[src/rtl/usb_tx_pkt_fifo.sv]
// Packet-aware USB IN transmit FIFO: committed bytes become readable, storage is freed on ACK, rewound on retry.
// Optional build macro USB_TXFIFO_ABORT_EN adds the wabort input to discard uncommitted bytes.
module usb_tx_pkt_fifo #(
   parameter int DSIZE = 8,
   parameter int ASIZE = 9
) (
   input  logic             CLK,
   input  logic             RSTn,
   input  logic             write,
   input  logic [DSIZE-1:0] iData,
   input  logic             commit,
   input  logic             read,
   output logic [DSIZE-1:0] oData,
   input  logic             txact,
   input  logic             txack,
   input  logic             txretry,
`ifdef USB_TXFIFO_ABORT_EN
   input  logic             wabort,
`endif
   output logic             full,
   output logic             empty,
   output logic [ASIZE:0]   rdnum,
   output logic [ASIZE:0]   freenum,
   output logic [ASIZE:0]   txlen
);

   localparam logic [ASIZE:0] DEPTH = {1'b1, {ASIZE{1'b0}}};
   localparam logic [ASIZE:0] ONE   = {{ASIZE{1'b0}}, 1'b1};

   typedef enum logic [1:0] {ST_IDLE, ST_SEND, ST_WAIT} state_t;

   state_t           state_q, state_d;
   logic [ASIZE:0]   wp_q, wp_d;
   logic [ASIZE:0]   cwp_q, cwp_d;
   logic [ASIZE:0]   rp_q, rp_d;
   logic [ASIZE:0]   sp_q, sp_d;
   logic [ASIZE:0]   rdnum_q, freenum_q;
   logic [ASIZE:0]   used;
   logic [DSIZE-1:0] oData_q;
   logic [DSIZE-1:0] mem [2**ASIZE];
   logic             wr_en, rd_en, abort;

`ifdef USB_TXFIFO_ABORT_EN
   assign abort = wabort;
`else
   assign abort = 1'b0;
`endif

   assign used  = wp_q - sp_q;
   assign full  = (used == DEPTH);
   assign empty = (rp_q == cwp_q);
   assign txlen = rp_q - sp_q;
   assign wr_en = write & ~full & ~abort;
   assign rd_en = read & txact & ~empty & (state_q != ST_WAIT);

   assign oData   = oData_q;
   assign rdnum   = rdnum_q;
   assign freenum = freenum_q;

   always_ff @(posedge CLK) begin
      if (wr_en) mem[wp_q[ASIZE-1:0]] <= iData;
   end

   // Commit captures the post-increment write pointer so a same-cycle byte is published.
   always_comb begin
      wp_d  = wp_q;
      cwp_d = cwp_q;
      if (abort) begin
         wp_d = cwp_q;
      end else begin
         if (wr_en)  wp_d  = wp_q + ONE;
         if (commit) cwp_d = wp_d;
      end
   end

   always_comb begin
      state_d = state_q;
      rp_d    = rp_q;
      sp_d    = sp_q;
      if (rd_en) rp_d = rp_q + ONE;
      case (state_q)
         ST_IDLE: if (txact) state_d = ST_SEND;
         ST_SEND: if (!txact) state_d = ST_WAIT;
         ST_WAIT: begin
            if (txack) begin
               sp_d    = rp_q;
               state_d = ST_IDLE;
            end else if (txretry || txact) begin
               rp_d    = sp_q;
               state_d = ST_IDLE;
            end
         end
         default: state_d = ST_IDLE;
      endcase
   end

   always_ff @(posedge CLK or negedge RSTn) begin
      if (!RSTn) begin
         state_q   <= ST_IDLE;
         wp_q      <= '0;
         cwp_q     <= '0;
         rp_q      <= '0;
         sp_q      <= '0;
         oData_q   <= '0;
         rdnum_q   <= '0;
         freenum_q <= DEPTH;
      end else begin
         state_q   <= state_d;
         wp_q      <= wp_d;
         cwp_q     <= cwp_d;
         rp_q      <= rp_d;
         sp_q      <= sp_d;
         rdnum_q   <= cwp_q - rp_q;
         freenum_q <= DEPTH - used;
         if (rd_en) oData_q <= mem[rp_q[ASIZE-1:0]];
      end
   end

endmodule

[config.mk]
export PLATFORM = sky130hd
export DESIGN_NAME = usb_tx_pkt_fifo
export DESIGN_NICKNAME = d
export VERILOG_FILES = /design/src/rtl/usb_tx_pkt_fifo.sv
export SDC_FILE = /design/constraint.sdc
export NUM_CORES = 2
export LEC_CHECK = 0
export ABC_AREA = 1
export ABC_CLOCK_PERIOD_IN_PS = 4000
export BUFFER_PORTS_ARGS = -buffer_cell sky130_fd_sc_hd__buf_2
export CORE_MARGIN = 3
export CORE_UTILIZATION = 45
export CTS_BUF_LIST = sky130_fd_sc_hd__clkbuf_16
export CTS_CLUSTER_SIZE = 20
export DETAILED_ROUTE_END_ITERATION = 8
export PLACE_DENSITY = 0.65
export SLEW_MARGIN = 20
export SYNTH_ARGS = -nofsm -noshare
export SYNTH_HDL_FRONTEND = slang
export SYNTH_SLANG_ARGS = --single-unit
export TNS_END_PERCENT = 30
[constraint.sdc]
create_clock -name CLK -period 4 [get_ports CLK]
set_input_delay 1 -clock CLK [delete_from_list [all_inputs] [get_ports CLK]]
set_output_delay 1 -clock CLK [all_outputs]
set_load 0.01 [all_outputs]
# --- Yosys cells after proc, flatten, opt, wreduce, memory -nomap -nowiden ---
# Memories as Yosys holds them, arrays and structs flattened. A register that Yosys moved wholly into a read port is not among the register bits.
# Cells that the tools add are included.
totals:
  reg_bits: 62
  ram_bits: 4096
  input_bits: 16
  out_inout_bits: 40
  elab_cells: 45
  memories: 1
memory_table:
  columns: ["memory", "depth", "width", "rd", "rd_clocked_by_memory_dff", "wr", "line", "rtl"]
  rows:
  - ["mem", 512, 8, 1, 1, 1, "40", "logic [DSIZE-1:0] mem [2**ASIZE];"]
classes:
  n_addsub: 6
  n_eq_ne: 8
  mux: 12
  bitwise_logic: 6
  reduce_logical: 5
ops:
  columns: ["operator", "n"]
  rows:
  - ["$mux W10", 5]
  - ["$sub A10 B10 Y10", 3]
  - ["$add A10 B1 Y10 const B", 2]
  - ["$eq A10 B10 Y1", 1]
  - ["$eq A10 B10 Y1 const B", 1]
  - ["$sub A10 B10 Y10 const A", 1]
  - ["$mux W2", 4]
  - ["$ne A2 B2 Y1 const B", 3]
  - ["$pmux W2 S3", 1]
  - ["$and A1 B1 Y1", 4]
  - ["$ne A3 B3 Y1 const B", 1]
  - ["$reduce_and A3 Y1", 1]
  - ["$eq A2 B1 Y1 const B", 1]
  - ["$eq A2 B2 Y1 const B", 1]
  - ["$logic_not A2 Y1", 1]
  - ["$mux W1", 2]
  - ["$not A1 Y1", 2]
  - ["$reduce_and A2 Y1", 1]
  - ["$logic_not A1 Y1", 1]
  - ["$logic_or A1 B1 Y1", 1]

# --- Logic depth before layout (Yosys ltp) ---
logic_depth:
  ltp_word: 8
  ltp_mapped: 19
  mapped_depth_nobuf: 18

# --- Least setup slack after synthesis ---
# No wires, ideal clock.
synth_timing:
  path_kind: "register to output"
  startpoint: "register rp_q[0]"
  endpoint: "output port txlen[8]"
  t_arrival_ns: 2.593
  t_required_ns: 3.000
  setup_slack_ns: 0.407
  path_stages_with_launch: 14
  n_path_buf: 4
  path_cell_list: "dfrtp_1 -> buf_2 -> inv_2 -> buf_2 -> clkbuf_1 -> buf_2 -> ha_1 -> fa_1 -> o21ai_0 -> a21o_1 -> a21oi_1 -> o21bai_1 -> a21oi_1 -> xnor2_1"
synth_between:
  elab_chain_len: 1
synth_lines:
  columns: ["item", "line", "rtl"]
  rows:
  - ["start, declared", "35", "logic [ASIZE:0] rp_q, rp_d;"]
  - ["start signal, assigned", "111", "rp_q <= rp_d;"]
  - ["$sub A10 B10 Y10", "52", "assign txlen = rp_q - sp_q;"]
  - ["end, declared", "24", "output logic [ASIZE:0] txlen"]
# No other way between the ends.

# --- Final worst setup path ---
layout_timing:
  startpoint: "register sp_q[0]"
  endpoint: "output port txlen[8]"
layout_between:
  elab_chain_len: 1
layout_lines:
  columns: ["item", "line", "rtl"]
  rows:
  - ["start, declared", "36", "logic [ASIZE:0] sp_q, sp_d;"]
  - ["start signal, assigned", "112", "sp_q <= sp_d;"]
  - ["$sub A10 B10 Y10", "52", null]
# No other way between the ends.

==> impl_metrics.yaml <==
outcome:
  status: "complete, but fails checks"
  violations: "negative setup slack"
route:
  wire_per_inst_um: 24.0
  drt_first_pass_iters: 6
  drc: 0
  vias: 111107
  avgViaCountPerCell: 5.68
  drt_iter0_drc: 14027
  wl_um: 470000
  antenna_left: 0
setup_path:
  endpoint_kind: "output port"
  worstPathRequired_ns: 3.00
  criticalPathCategory: "reg2out"
  cp_max_fo: 3
  start_kind: "register"
  arrival_ns: 3.24
pwr:
  switching_power_w: 0.0474
  clockPowerShare: 0.302
  p_int_w: 0.0822
  power_density_nw_per_um2: 679
  leakage_nw: 66.4
  p_seq_frac: 0.376
  swShare: 0.366
  pwr-share-comb: 0.322
  ir_drop_mv: 0.916
synth:
  async_flop_share: 0.0168
  synth-edff-count: 4096
  synthCells: 14354
  synthTopCellsByCount: "4275 x nand2_1, 4106 x nand3_1, 4096 x edfxtp_1"
  ys_seq_area_frac: 0.736
  synth_area_per_cell_um2: 11.8
  ys_top_cells_by_area: "edfxtp_1 73%, nand3_1 12%, nand2_1 9.5%, clkbuf_1 1.3%, nor2_1 1.2%"
  synth_fp_nets: 14406
  synth_cell_types: 43
  synth_most_common_cell: "nand2_1"
  ys_seq_elements: 4166
  synth_ff_type: "edfxtp_1"
  yosys_warnings: 0
  synth_area_um2: 169000
  synth_top_area_share: 0.726
  synth_top_area_cell: "edfxtp_1"
finish:
  fin_nets: 14249
  fillers: 31515
  design_area_um2: 191000
  area_growth_pct: 12.7
  drive_above_1_share: 0.0864
clock_tree:
  clockRootBuffer: "clkbuf_16"
  clkTransAtPathRegs_ns: 0.06
  insertion_delay_ns: 1.02
  clock_sinks: 4166
  cts_tree: "yes"
  cts_buffer_depth: 4
  h-tree-depth: 5
  numCtsBuffers: 419
sta:
  finalCritPeriodShare: 1.06
  hold_viol: 0
  final-setup-viol-count: 4
  fin_crit_ns: 4.24
  fin_skew_ns: 0.111
  fmaxAchievable_ghz: 0.236
  tightest_slew_ns: 1.15
  rsz0062_at_grt: "yes"
  slew_violations: 0
  tns_ns: -0.506
  slew_headroom: 0.233
  worst_slack_ns: -0.240
place:
  place_area_um2: 176000
  port_buffers: 55
  hpwl_um: 276000
  globalplace.congestion: 0.919
global_route:
  grt_first_pass_wirelength_um: 691000
  grt_max_degree: 198
  grt_pass1_vias: 106383
  grt_overflow: 0
  antenna_found_initial: 17
  grt_use_total: 0.240
hold_path:
  hold_path.class: "in2async"
run:
  cap_violations: 0
die:
  die_area_um2: 384000
  core-area_um2: 374000
  initial_core_util: 0.454
  chipWidth_um: 620
  die_h_um: 620
  num_rows: 224
  ios: 56
-- layout by cell type (no fill, tap or decap), drive strengths merged, types with 2 or more instances in the layout --
cell type,instances
nand3b,4
clkinvlp,20
fa,3
dfrtp,69
inv,152
nor2,557
ha,33
o21ai,30
nand4,4
nor3,14
bufinv,48
diode,39
edfxtp,4096
and2,2
o21bai,3
nand3,4106
xnor2,15
xor2,29
nand2,4285
clkinv,199
buf,423
a21oi,25
clkbuf,424
-- power groups by stage --
stage	sequential [W]	clock (W)	combinational, W
4_1_cts	0.0488	0.0395	0.0407
2_1_floorplan	0.0495	0	0.0232
3_3_place_gp	0.0497	0	0.0399
3_5_place_dp	0.0497	0	0.0401
6_report	0.0488	0.0391	0.0417
5_1_grt	0.0488	0.0413	0.0445
-- worst paths after layout --
check / start / endpoint / slack, ns / cells after the start
min in group CLK: txact / state_q[0] / 0.31 / 3
hold reg to reg: state_q[1] / state_q[0] / 0.42 / 1
hold / removal: RSTn / wp_q[1] / 0.08 / 1
setup reg to reg: wp_q[0] / mem[266][0] / 0 / 19
setup / recovery: sp_q[0] / txlen[8] / -0.24 / 11
max in group asynchronous: RSTn / state_q[0] / 3.08 / 2
-- through the flow --
| stage | worst slack, ns | utilization | hold WS (ns) | instances | total power, W |
|---|---|---|---|---|---|
| after CTS | -0.331 | 0.509 | 0.0339 | 19513 | 0.129 |
| after detailed placement | 0.131 | 0.472 | 0.414 | 18724 | 0.0899 |
| after floorplan | 0.407 | - | 0.401 | 14354 | 0.0728 |
| after global placement | 0.0431 | 0.472 | 0.410 | 18724 | 0.0896 |
| final | -0.240 | 0.511 | 0.0813 | 19563 | 0.130 |
| after global routing | -0.369 | 0.511 | 0.0860 | 19559 | 0.135 |
-- logic make-up after synthesis --
group	synth area share
and+or+nand+nor	0.230
buffers and inverters	0.0266
DFF	0.736
AOI/OAI and AO/OA	0.00216
xor gates and xnor gates	0.00232
adders and majority gates	0.00279
-- per-layer routing --
| metal | global-route usage | up-vias | share of wire |
|---|---|---|---|
| li1 | - | 50747 | - |
| met1 | 0.325 | 54063 | 0.39 |
| met2 | 0.381 | 5379 | 0.47 |
| met3 | 0.0413 | 916 | 0.092 |
| met4 | 0.109 | 2 | 0.050 |
| met5 | 0 | - | 0.000036 |
-- critical path: stages, from the launching register on --
cell	delay (ns)
dfrtp_2	0.44
buf_6	0.13
ha_4	0.16
fa_2	0.36
o21ai_2	0.20
a21o_1	0.20
a21oi_2	0.09
o21bai_1	0.13
a21oi_1	0.09
xnor2_1	0.15
buf_4	0.19
buf_6	0.12
-- state kept, by name, indices dropped and copies added (netlist names) --
name and flops:
sp_q 10, mem 4096, wp_q 10, state_q 2, rp_q 10, cwp_q 10
freenum 10, rdnum 10, oData 8
-- layout make-up --
class	instances	area, um2	share of cell area
flip-flops and latches	4166	125000	0.654
multi-input cells	9120	40900	0.214
clock buffers	424	10600	0.0556
well taps	4972	6220	0.0326
repair buffers	423	4860	0.0255
clock inverters	352	3180	0.0167
inverters	67	302	0.00158
diodes	39	97.6	0.000511
-- repair_timing --
action / 4_1_cts / 5_1_grt
cloned: 0 / 0
pin swaps: 15 / 15
endpoints found under the setup margin: 9 / 1160
resized for setup: 43 / 170
buffers inserted: 14 / 11
hold buffers: 0 / 0
Note: power is estimated with default switching activity, not from simulation.
